==> src/rtl/ysyx_23060208_isram.sv <==
// ---------------------------------------------------------------------------
// ysyx_23060208_isram -- instruction-SRAM read responder (AR + R slave).
//
// Accepts one read address at a time from the IFU. It returns one 32-bit word
// after LATENCY cycles. When RAND_LAT=1, an extra 0..3 cycles taken from an
// LFSR are added. The R response is held stable until the initiator takes it.
//
// Handshake semantics: a beat transfers on a rising edge where valid and
// ready are both high. The responder never drops rvalid without an R
// handshake, and it never raises arready while a request is outstanding.
// rready may be high before rvalid; that has no effect.
//
// Ports:
//   clk, rst           clock, asynchronous active-high reset
//   isram_araddr       read address (sampled only at the AR handshake)
//   isram_arvalid/ready  read-address handshake
//   isram_rdata        read data (0 on error responses)
//   isram_rresp        2'b00 OKAY, 2'b10 SLVERR (misaligned), 2'b11 DECERR
//   isram_rvalid/ready   read-data handshake
//   dbg_state          FSM state (0 IDLE, 1 DELAY, 2 RESP)
//   dbg_pmem_reads     number of backing-store reads issued since reset
// ---------------------------------------------------------------------------
module ysyx_23060208_isram #(
  parameter int                    DATA_WIDTH = 32,
  parameter int                    LATENCY    = 1,
  parameter int                    RAND_LAT   = 0,
  parameter logic [DATA_WIDTH-1:0] MEM_BASE   = 'h8000_0000,
  parameter logic [DATA_WIDTH-1:0] MEM_SIZE   = 'h0800_0000
) (
  input  logic                  clk,
  input  logic                  rst,
  input  logic [DATA_WIDTH-1:0] isram_araddr,
  input  logic                  isram_arvalid,
  output logic                  isram_arready,
  output logic [DATA_WIDTH-1:0] isram_rdata,
  output logic                  isram_rvalid,
  output logic [1:0]            isram_rresp,
  input  logic                  isram_rready,
  output logic [1:0]            dbg_state,
  output logic [31:0]           dbg_pmem_reads
);

  localparam int CW = 5;  // holds up to 14 + 3

  localparam logic [1:0] RESP_OKAY   = 2'b00;
  localparam logic [1:0] RESP_SLVERR = 2'b10;
  localparam logic [1:0] RESP_DECERR = 2'b11;

  typedef enum logic [1:0] {
    IDLE  = 2'd0,
    DELAY = 2'd1,
    RESP  = 2'd2
  } state_t;

  state_t                state, state_nx;
  logic [CW-1:0]         cnt;
  logic [7:0]            lfsr;
  logic                  lfsr_fb;
  logic [DATA_WIDTH-1:0] addr_q;
  logic [CW-1:0]         load_val;
  logic                  ar_hs;
  logic                  capture;
  logic [DATA_WIDTH-1:0] cap_addr;
  logic [1:0]            cap_resp;
  logic [DATA_WIDTH:0]   cap_addr_x;
  logic [DATA_WIDTH:0]   win_lo;
  logic [DATA_WIDTH:0]   win_hi;
  logic [31:0]           rd_cnt;

  // Simulation memory image. The word at byte offset o from MEM_BASE is
  // 0x0000_0413 ^ (o * 0x9E37_79B9). So the reset vector holds 0x0000_0413
  // (addi s0,zero,0), and the other words are distinct.
  function automatic logic [DATA_WIDTH-1:0] pmem_read(input logic [DATA_WIDTH-1:0] addr);
    logic [DATA_WIDTH-1:0] off;
    off = addr - MEM_BASE;
    return DATA_WIDTH'(32'h0000_0413) ^ (off * DATA_WIDTH'(32'h9E37_79B9));
  endfunction

  // Fibonacci LFSR, taps 8,6,5,4.
  assign lfsr_fb = lfsr[7] ^ lfsr[5] ^ lfsr[4] ^ lfsr[3];

  assign ar_hs    = isram_arvalid && (state == IDLE);
  assign load_val = CW'(LATENCY - 1) + ((RAND_LAT != 0) ? {3'b000, lfsr[1:0]} : '0);

  // The response is registered on the edge that enters RESP. With a zero
  // load, that edge is the AR handshake edge, so the live address is used.
  // A nonzero load captures the response when the counter runs out.
  assign capture  = (ar_hs && (load_val == '0)) ||
                    ((state == DELAY) && (cnt <= CW'(1)));
  assign cap_addr = (state == IDLE) ? isram_araddr : addr_q;

  // The window check is 33 bits wide, so MEM_BASE + MEM_SIZE cannot wrap.
  assign cap_addr_x = {1'b0, cap_addr};
  assign win_lo     = {1'b0, MEM_BASE};
  assign win_hi     = {1'b0, MEM_BASE} + {1'b0, MEM_SIZE};

  always_comb begin
    cap_resp = RESP_OKAY;
    if (cap_addr_x < win_lo || cap_addr_x >= win_hi) cap_resp = RESP_DECERR;
    else if (cap_addr[1:0] != 2'b00)                  cap_resp = RESP_SLVERR;
  end

  // State register
  always_ff @(posedge clk or posedge rst) begin
    if (rst) state <= IDLE;
    else     state <= state_nx;
  end

  // Next-state logic
  always_comb begin
    state_nx = state;
    case (state)
      IDLE:    if (ar_hs) state_nx = (load_val == '0) ? RESP : DELAY;
      DELAY:   if (cnt <= CW'(1)) state_nx = RESP;
      RESP:    if (isram_rready) state_nx = IDLE;
      default: state_nx = IDLE;
    endcase
  end

  // Outputs decoded from state
  always_comb begin
    isram_arready = 1'b0;
    isram_rvalid  = 1'b0;
    case (state)
      IDLE:    isram_arready = 1'b1;
      RESP:    isram_rvalid  = 1'b1;
      default: ;
    endcase
  end

  // Datapath: latched address, delay counter, LFSR, response registers
  always_ff @(posedge clk or posedge rst) begin
    if (rst) begin
      cnt         <= '0;
      lfsr        <= 8'hA5;
      addr_q      <= '0;
      isram_rdata <= '0;
      isram_rresp <= RESP_OKAY;
      rd_cnt      <= '0;
    end else begin
      lfsr <= {lfsr[6:0], lfsr_fb};
      if (ar_hs) begin
        addr_q <= isram_araddr;
        cnt    <= load_val;
      end else if (state == DELAY) begin
        cnt <= cnt - CW'(1);
      end
      if (capture) begin
        isram_rresp <= cap_resp;
        if (cap_resp == RESP_OKAY) begin
          isram_rdata <= pmem_read(cap_addr & ~DATA_WIDTH'(3));
          rd_cnt      <= rd_cnt + 32'd1;
        end else begin
          isram_rdata <= '0;
        end
      end
    end
  end

  assign dbg_state      = state;
  assign dbg_pmem_reads = rd_cnt;

endmodule

==> config.mk <==
export PLATFORM = sky130hd
export DESIGN_NAME = ysyx_23060208_isram
export DESIGN_NICKNAME = d
export VERILOG_FILES = /design/src/rtl/ysyx_23060208_isram.sv
export SDC_FILE = /design/constraint.sdc
export NUM_CORES = 1
export LEC_CHECK = 0
export CORE_ASPECT_RATIO = 1.5
export CORE_MARGIN = 10
export CORE_UTILIZATION = 60
export CTS_BUF_LIST = sky130_fd_sc_hd__clkbuf_8 sky130_fd_sc_hd__clkbuf_16
export DETAILED_ROUTE_END_ITERATION = 10
export HOLD_SLACK_MARGIN = 0.12
export PLACE_DENSITY = 0.92
export SKIP_CTS_REPAIR_TIMING = 1
export SYNTH_ARGS = -nofsm -noshare
export SYNTH_HDL_FRONTEND = slang
export SYNTH_SLANG_ARGS = --single-unit
==> constraint.sdc <==
create_clock -name clk -period 21.9 [get_ports clk]
set_input_delay 4.38 -clock clk [delete_from_list [all_inputs] [get_ports clk]]
set_output_delay 4.38 -clock clk [all_outputs]
set_load 0.02 [all_outputs]
# Word-level counts from Yosys, hierarchy flattened
# Index checks and enable logic that the tools add are counted.
# W data, S select, Z words.
# totals
regBits	105
out_inout_bits	70
wordCells	41
in_bits	36
# op_classes
n_mul	1
addsub	3
mux	12
reduce_logical	10
n_lt_le_gt_ge	3
n_eq_ne	5
n_bitwise	1
# op_table
op	n
$mux W32	2
$add A32 B1 Y32 const B	1
$ge A32 B32 Y1 const B	1
$lt A32 B32 Y1 const B	1
$mul A32 B32 Y32 const B	1
$sub A32 B32 Y32 const B	1
$mux W2	5
$mux W5	2
$ne A2 B2 Y1 const B	3
$pmux W2 S3	1
$le A5 B1 Y1 const B	1
$sub A5 B1 Y5 const B	1
$logic_not A2 Y1	2
$not A4 Y4	1
$reduce_bool A2 Y1	2
$reduce_and A3 Y1	1
$eq A2 B1 Y1 const B	1
$eq A2 B2 Y1 const B	1
$logic_and A1 B1 Y1	2
$logic_or A1 B1 Y1	2
$mux W1	2
$reduce_and A2 Y1	1

# Depth between registers and ports, before layout
# Gate-level depths: netlist of run 1.
# depth
word_depth	7
mapped_depth	28
mapped_depth_nobuf	25

# Least setup slack after synthesis of run 1
# Ideal clock, no wire load.
# synth_path
kind	input to register
from	in isram_araddr[13]
to	reg isram_rdata[30]
setup_slack_ps	11088
setup_ps	80
arrival_ps	10732
t_required_ps	21820
path_stages	24
n_path_buf	0
cell_sequence	mux2i_1 > inv_1 > ha_1 > ha_1 > fa_1 > inv_1 > fa_1 > inv_1 > fa_1 > inv_1 > fa_1 > inv_1 > fa_1 > inv_1 > fa_1 > inv_1 > ha_1 > a21oi_1 > o21ai_0 > o211ai_1 > a311oi_4 > a41oi_2 > a2111o_1 > o211ai_2
# synth_between
elab_chain_cells	6
word_cells_on_any_way	9
classes_between	1 x add/sub; 1 x mul; 2 x order compare; 3 x mux; 2 x reduce/logical
# synth_lines
item	line_no	rtl
start: declaration	32	input logic [DATA_WIDTH-1:0] isram_araddr,
$mux W32 (*)	90	assign cap_addr = (state == IDLE) ? isram_araddr : addr_q;
branches (longest 4 deep; another with $sub A32 B32 Y32)	-	
$mux W32 (*)	150	if (cap_resp == RESP_OKAY) begin
end signal: assignment	151	isram_rdata <= pmem_read(cap_addr & ~DATA_WIDTH'(3));
end: declaration	35	output logic [DATA_WIDTH-1:0] isram_rdata,
# Mark *: on every way between the ends.
# A chain may end at the register's enable or synchronous reset.

# Final worst setup path of run 1
# layout_path
from	in isram_araddr[5]
to	reg isram_rdata[30]
# The elaborated chain is that of the path after synthesis.

==> results.json, run 1 <==
{
  "start_util_pct": 61.2,
  "yosys.area_share.simple_pct": 4.94,
  "clkLatencyLatePin_ps": 360,
  "syn-mean-instance-area_um2": 10.8,
  "critPathLaunchType": "input pin",
  "post-synth-top-count-cell": "sky130_fd_sc_hd__inv_1",
  "areaGrowthSynthToFinish_pct": 12.9,
  "detailed_route_wl_um": 33500,
  "routability_cong": 1.03,
  "grt_antenna_before_repair": 0,
  "vias_per_cell": 5.60,
  "floorplan.io_pins": 106,
  "dp_cells": 1568,
  "drt-wirelength-per-cell_um": 21.1,
  "dieArea_mm2": 0.0281,
  "rsz0062_at_grt": "no",
  "dr.pass1.iters": 7,
  "fin_tns_setup_ps": 0,
  "synth.mux.area_fraction_pct": 5.20,
  "async_flop_share_pct": 100,
  "clock_tree.root_cell": "sky130_fd_sc_hd__clkbuf_16",
  "period_share_pct": 53.6,
  "synth_sequential_area_ratio_pct": 18.9,
  "core_occupancy_in_the_finished_layout_pct": 69.1,
  "synth_area_mm2": 0.0130,
  "fp.dieW_um": 140,
  "yosys.area.top_type": "sky130_fd_sc_hd__fa_1",
  "worst_clock_skew_ps": 14.6,
  "synthTopCellsByArea": "sky130_fd_sc_hd__fa_1 (30%), sky130_fd_sc_hd__ha_1 (19%), sky130_fd_sc_hd__dfrtp_1 (19%)",
  "cp_common_cell": "sky130_fd_sc_hd__inv_1",
  "worst_slew_margin_relative_to_its_limit_pct": 36.6,
  "core_area_mm2": 0.0212,
  "postSynthRegisterBits": 98,
  "met3_grt_util_pct": 3.64,
  "worst-endpoint-arrival_ps": 12010,
  "setup_violations": 0,
  "chipHeight_um": 200,
  "crit_path_end_kind": "flip-flop",
  "run_status": "finished, final reports clean",
  "drive_gt1_share_pct": 6.23,
  "first_iter_violations": 564,
  "netlist_instances": 1203,
  "place.port_buffers": 104,
  "critPathMaxStageDelay_ps": 680,
  "first_global_vias": 9875,
  "aggregate_global_routing_overflow": 0,
  "synth_cell_types": 60,
  "worstSetupPathType": "input pin to flip-flop",
  "route.antenna.remaining_nets": 0,
  "max_cap_viol_count": 0,
  "total_inserted_antenna_cells": 0,
  "critical_path_buf_inv_count": 8,
  "worst_slew_pin_tran_ps": 950,
  "global_route.usage.met2_pct": 43.8,
  "synth-adder-area-share_pct": 49.8,
  "tritoncts_clock_tree": "done",
  "timing_max_transition_violations_final": 0,
  "final.min_clock_period_ps": 11730,
  "rows": 65,
  "clk_pin_slew_worst_paths_ps": 80,
  "final_hold_viol_count": 0,
  "htree_levels": 3,
  "synth_ff_type": "sky130_fd_sc_hd__dfrtp_1",
  "yosys_warnings": 0,
  "max_clock_freq_mhz": 85.3,
  "route.vias.total": 8874,
  "grtUsageTotal_pct": 24.2,
  "cts.path.max_buffers": 2,
  "maximum_fanout_along_the_worst_path": 7,
  "yosys.area_share.xor_xnor_pct": 5.79,
  "cp_top_family": "adder cells",
  "grt_start_max_net_pins": 68,
  "peak_usage_layer_in_the_global_routing_report": "met2",
  "critPathRequiredTime_ps": 22180,
  "fin_cells": 1584,
  "post_placement_cell_area_mm2": 0.0144,
  "cts_buffers": 9,
  "synth-compound-area-share_pct": 5.41,
  "first_pass_grt_wire_length_um": 53200,
  "numClockSinks": 98,
  "grt_util_met1_pct": 25.0,
  "detail_route.drc_violations": 0,
  "synthesis.nets": 1638,
  "design.final.nets": 1746,
  "synth_top_area_share_pct": 30.3,
  "synth.top_cells.by_count": "sky130_fd_sc_hd__inv_1 (313), sky130_fd_sc_hd__ha_1 (202), sky130_fd_sc_hd__fa_1 (197)",
  "hpwl_um": 28700,
  "timing.hold.worst.class": "flip-flop to flip-flop",
  "synth_enable_flop_cells": 0,
  "cpMaxStageDelayCell": "sky130_fd_sc_hd__fa_1",
  "final_instance_area_mm2": 0.0147,
  "synth_top_family_by_area": "adder cells"
}
cell type report:
type	count	area [um^2]
Clock buffer	9	225
Tap cell	268	335
Multi-Input combinational cell	771	9250
Inverter	314	1180
Fill cell	1453	6550
Sequential cell	98	2450
Clock inverter	7	90.1
Timing Repair Buffer	117	1140
worst reg2reg max path, cell delays in order (launching register included):
cell,delay (ps)
sky130_fd_sc_hd__dfrtp_2,990
sky130_fd_sc_hd__mux2i_1,760
sky130_fd_sc_hd__inv_1,350
sky130_fd_sc_hd__fa_1,680
sky130_fd_sc_hd__inv_1,80
sky130_fd_sc_hd__fa_1,410
sky130_fd_sc_hd__inv_1,80
sky130_fd_sc_hd__fa_1,380
sky130_fd_sc_hd__inv_1,90
sky130_fd_sc_hd__fa_1,380
sky130_fd_sc_hd__inv_1,70
sky130_fd_sc_hd__ha_1,230
sky130_fd_sc_hd__ha_1,320
sky130_fd_sc_hd__fa_1,540
sky130_fd_sc_hd__inv_1,50
sky130_fd_sc_hd__fa_1,530
sky130_fd_sc_hd__inv_1,40
sky130_fd_sc_hd__ha_1,440
sky130_fd_sc_hd__and4_1,270
sky130_fd_sc_hd__nand2_1,90
sky130_fd_sc_hd__o32ai_4,320
sky130_fd_sc_hd__nand4_4,180
sky130_fd_sc_hd__a311oi_4,380
sky130_fd_sc_hd__a41oi_2,190
sky130_fd_sc_hd__a2111o_1,440
sky130_fd_sc_hd__o211ai_2,60
sequential cells by signal, summed over array words and instances (netlist names):
register	count
addr_q	32
dbg_pmem_reads	32
isram_rdata	31
isram_rresp	2
dbg_state	1
cell usage in the layout (no fill, tap or decap), types with 6 or more instances in the layout:
cell type	synthesis	layout
sky130_fd_sc_hd__nand2_1	47	47
sky130_fd_sc_hd__buf_4	4	13
sky130_fd_sc_hd__fa_1	197	197
sky130_fd_sc_hd__nor2_1	15	15
sky130_fd_sc_hd__xor2_1	18	18
sky130_fd_sc_hd__nand3_1	15	15
sky130_fd_sc_hd__a21o_1	9	9
sky130_fd_sc_hd__dfrtp_1	98	97
sky130_fd_sc_hd__nand4_1	10	10
sky130_fd_sc_hd__clkbuf_16	0	9
sky130_fd_sc_hd__nor3_1	11	11
sky130_fd_sc_hd__ha_1	202	202
sky130_fd_sc_hd__mux2_2	36	36
sky130_fd_sc_hd__inv_1	313	312
sky130_fd_sc_hd__mux2i_1	27	27
sky130_fd_sc_hd__o21ai_0	26	26
sky130_fd_sc_hd__clkdlybuf4s50_1	0	104
sky130_fd_sc_hd__o21a_1	6	6
sky130_fd_sc_hd__xnor2_1	68	68
sky130_fd_sc_hd__a21oi_1	17	17
sky130_fd_sc_hd__and3_1	8	8
per-layer routing:
| metal | part of all wire [%] | vias to the layer above | wire length, um |
|---|---|---|---|
| met1 | 35 | 4464 | 11700 |
| met4 | 7.3 | 0 | 2440 |
| met3 | 4.1 | 118 | 1380 |
| met5 | 0 | - | 0 |
| li1 | - | 3992 | - |
| met2 | 54 | 300 | 18000 |
per-stage QoR:
step / setup slack, ps / hold slack (ps)
floorplan: 11090 / 474
global placement: 10030 / 461
detailed placement: 9880 / 469
CTS: 10220 / 486
global route: 9840 / 498
finish: 10170 / 483
logic make-up after synthesis:
kind of cell               count (synthesis)
DFF                                       98
xor gates and xnor gates                  86
and+or+nand+nor                          126
AOI/OAI and AO/OA                         96
adders and majority gates                399
other                                      1
buffers and inverters                    334
muxes                                     63
path summary, 6_finish.rpt:
kind                                      start               to  slack, ps  cells after the start
worst max-delay path            isram_araddr[5]  isram_rdata[30]      10170                     26
worst min-delay path            isram_rdata[10]  isram_rdata[10]        480                      2
worst max register to register     dbg_state[1]  isram_rdata[30]      13470                     25
worst min register to register  isram_rdata[10]  isram_rdata[10]        480                      2
max in group asynchronous                   rst  isram_rdata[19]      16350                      3
min in group asynchronous                   rst     dbg_state[1]       4360                      2
Power of run 1 is not shown: default switching activity piles up to over one toggle a cycle in this logic, so the estimate is an artifact.
==> run 2, diff against run 1 <==
- clock period: 21.9 -> 11.5 ns (I/O delays scaled with it)
==> run 2 against run 1 <==
  * Setup slack got worse by 8200 ps
  * Wire length rose by 0.19%
  * Die area did not move
  * Final cell count is 0.13% higher
  * Clock-buffer cell count did not move
  * Utilization increased by 0.10 points
  * First-iteration DRC count shrank 3.7%
  * Register-to-register slack worse by 10000 ps
  * Critical path depth did not move
  * Global-route usage about the same
  * Via count is 0.87% higher
==> results.json, run 2 (same netlist as run 1, synthesis figures left out) <==
{
  "cts.path.max_buffers": 2,
  "mostFrequentLayoutCell": "sky130_fd_sc_hd__inv_1",
  "critPathRequiredTime_ps": 11790,
  "rows": 65,
  "worst_slew_pin_tran_ps": 812,
  "worstReg2RegStart": "dbg_state[1]",
  "run_status": "finished, final reports clean",
  "drt-wirelength-per-cell_um": 21.1,
  "rsz0062_at_grt": "no",
  "routability_cong": 1.04,
  "critPathLaunchType": "input pin",
  "final_hold_viol_count": 0,
  "areaGrowthSynthToFinish_pct": 13.0,
  "route.vias.total": 8951,
  "crit_path_end_kind": "flip-flop",
  "min_from": "isram_rdata[19]",
  "dr.pass1.iters": 6,
  "dp_cells": 1570,
  "core_area_mm2": 0.0212,
  "detail_route.drc_violations": 0,
  "grt_antenna_before_repair": 0,
  "clk_pin_slew_worst_paths_ps": 70,
  "tritoncts_clock_tree": "done",
  "timing.hold.worst.class": "flip-flop to flip-flop",
  "timing_max_transition_violations_final": 0,
  "first_iter_violations": 543,
  "hpwl_um": 28700,
  "r2r.worst_path.cells": 26,
  "maximum_fanout_along_the_worst_path": 8,
  "start_util_pct": 61.2,
  "first_global_vias": 9988,
  "aggregate_global_routing_overflow": 0,
  "chipHeight_um": 200,
  "max_cap_viol_count": 0,
  "numClockSinks": 98,
  "period_share_pct": 83.2,
  "most-common-layout-cells": "sky130_fd_sc_hd__inv_1 (312), sky130_fd_sc_hd__ha_1 (202), sky130_fd_sc_hd__fa_1 (197), sky130_fd_sc_hd__clkdlybuf4s50_1 (104), sky130_fd_sc_hd__dfrtp_1 (97)",
  "holdPathEnd": "isram_rdata[19]",
  "detailedPlace.worstSlack_ps": 1530,
  "worstSetupPathType": "input pin to flip-flop",
  "place.port_buffers": 104,
  "first_pass_grt_wire_length_um": 53600,
  "grtUsageTotal_pct": 24.2,
  "fp.dieW_um": 140,
  "worst-endpoint-arrival_ps": 9850,
  "route.antenna.remaining_nets": 0,
  "fin_cells": 1586,
  "total_inserted_antenna_cells": 0,
  "fin_tns_setup_ps": 0,
  "setup_slack_ps": 1940,
  "htree_levels": 3,
  "worst_hold_path.num_cells": 2,
  "final.min_clock_period_ps": 9560,
  "design.final.nets": 1748,
  "critical_path.reg2reg.endpoint": "isram_rdata[30]",
  "clkLatencyLatePin_ps": 370,
  "grt_start_max_net_pins": 68,
  "clock_tree.root_cell": "sky130_fd_sc_hd__clkbuf_16",
  "setup_violations": 0,
  "dieArea_mm2": 0.0281,
  "detailed_route_wl_um": 33500,
  "reg2reg_setup_slack_ps": 3330,
  "cts_buffers": 9,
  "vias_per_cell": 5.64,
  "floorplan.io_pins": 106,
  "worst_slew_margin_relative_to_its_limit_pct": 44.3,
  "max_clock_freq_mhz": 105,
  "drive_gt1_share_pct": 6.37,
  "worst_clock_skew_ps": 21.3
}
run 2: layout make-up:
| class | instances | area [um^2] |
|---|---|---|
| multi-input cells | 771 | 9250 |
| fillers | 1468 | 6530 |
| flip-flops and latches | 98 | 2450 |
| inverters | 314 | 1180 |
| repair buffers | 119 | 1150 |
| well taps | 268 | 335 |
| clock buffers | 9 | 225 |
| clock inverters | 7 | 96.3 |
run 2: worst max path at each step:
stage | slack, ps | startpoint | endpoint | cells after the start
final | 1940 | isram_araddr[4] | isram_rdata[30] | 26
after global routing | 1580 | isram_araddr[5] | isram_rdata[30] | 26
after CTS | 1930 | isram_araddr[4] | isram_rdata[30] | 26
after detailed placement | 1530 | isram_araddr[4] | isram_rdata[30] | 26
after global placement | 1730 | isram_araddr[4] | isram_rdata[30] | 26
after floorplan | 2770 | isram_araddr[13] | isram_rdata[30] | 24
run 2: per-stage QoR:
step / hold WS [ps] / cell area, um^2 / util, %
detailed placement: 470 / 14400 / 67.7
CTS: 484 / 14700 / 69.2
finish: 479 / 14700 / 69.2
global placement: 461 / 14400 / 67.7
floorplan: 474 / 13000 / -
global route: 510 / 14700 / 69.2
run 2: critical path, cell delays in order:
cell	delay [ps]
sky130_fd_sc_hd__clkdlybuf4s50_1	410
sky130_fd_sc_hd__mux2i_1	530
sky130_fd_sc_hd__inv_1	370
sky130_fd_sc_hd__fa_1	660
sky130_fd_sc_hd__inv_1	80
sky130_fd_sc_hd__fa_1	420
sky130_fd_sc_hd__inv_1	90
sky130_fd_sc_hd__fa_1	380
sky130_fd_sc_hd__inv_1	90
sky130_fd_sc_hd__fa_1	380
sky130_fd_sc_hd__inv_1	70
sky130_fd_sc_hd__ha_1	220
sky130_fd_sc_hd__ha_1	310
sky130_fd_sc_hd__fa_1	530
sky130_fd_sc_hd__inv_1	50
sky130_fd_sc_hd__fa_1	530
sky130_fd_sc_hd__inv_1	40
sky130_fd_sc_hd__ha_1	430
sky130_fd_sc_hd__and4_1	260
sky130_fd_sc_hd__nand2_1	90
sky130_fd_sc_hd__o32ai_4	330
sky130_fd_sc_hd__nand4_4	160
sky130_fd_sc_hd__a311oi_4	350
sky130_fd_sc_hd__a41oi_2	210
sky130_fd_sc_hd__a2111o_1	460
sky130_fd_sc_hd__o211ai_2	70
run 2: routing by layer:
layer	GRT usage (%)	part of all wire (%)	routed length, um
met5	0	0	0
met4	14.5	6.7	2230
met3	3.50	4.2	1420
met2	44.0	54	18100
met1	25.5	35	11700
Power of run 2 is left out for the same reason.
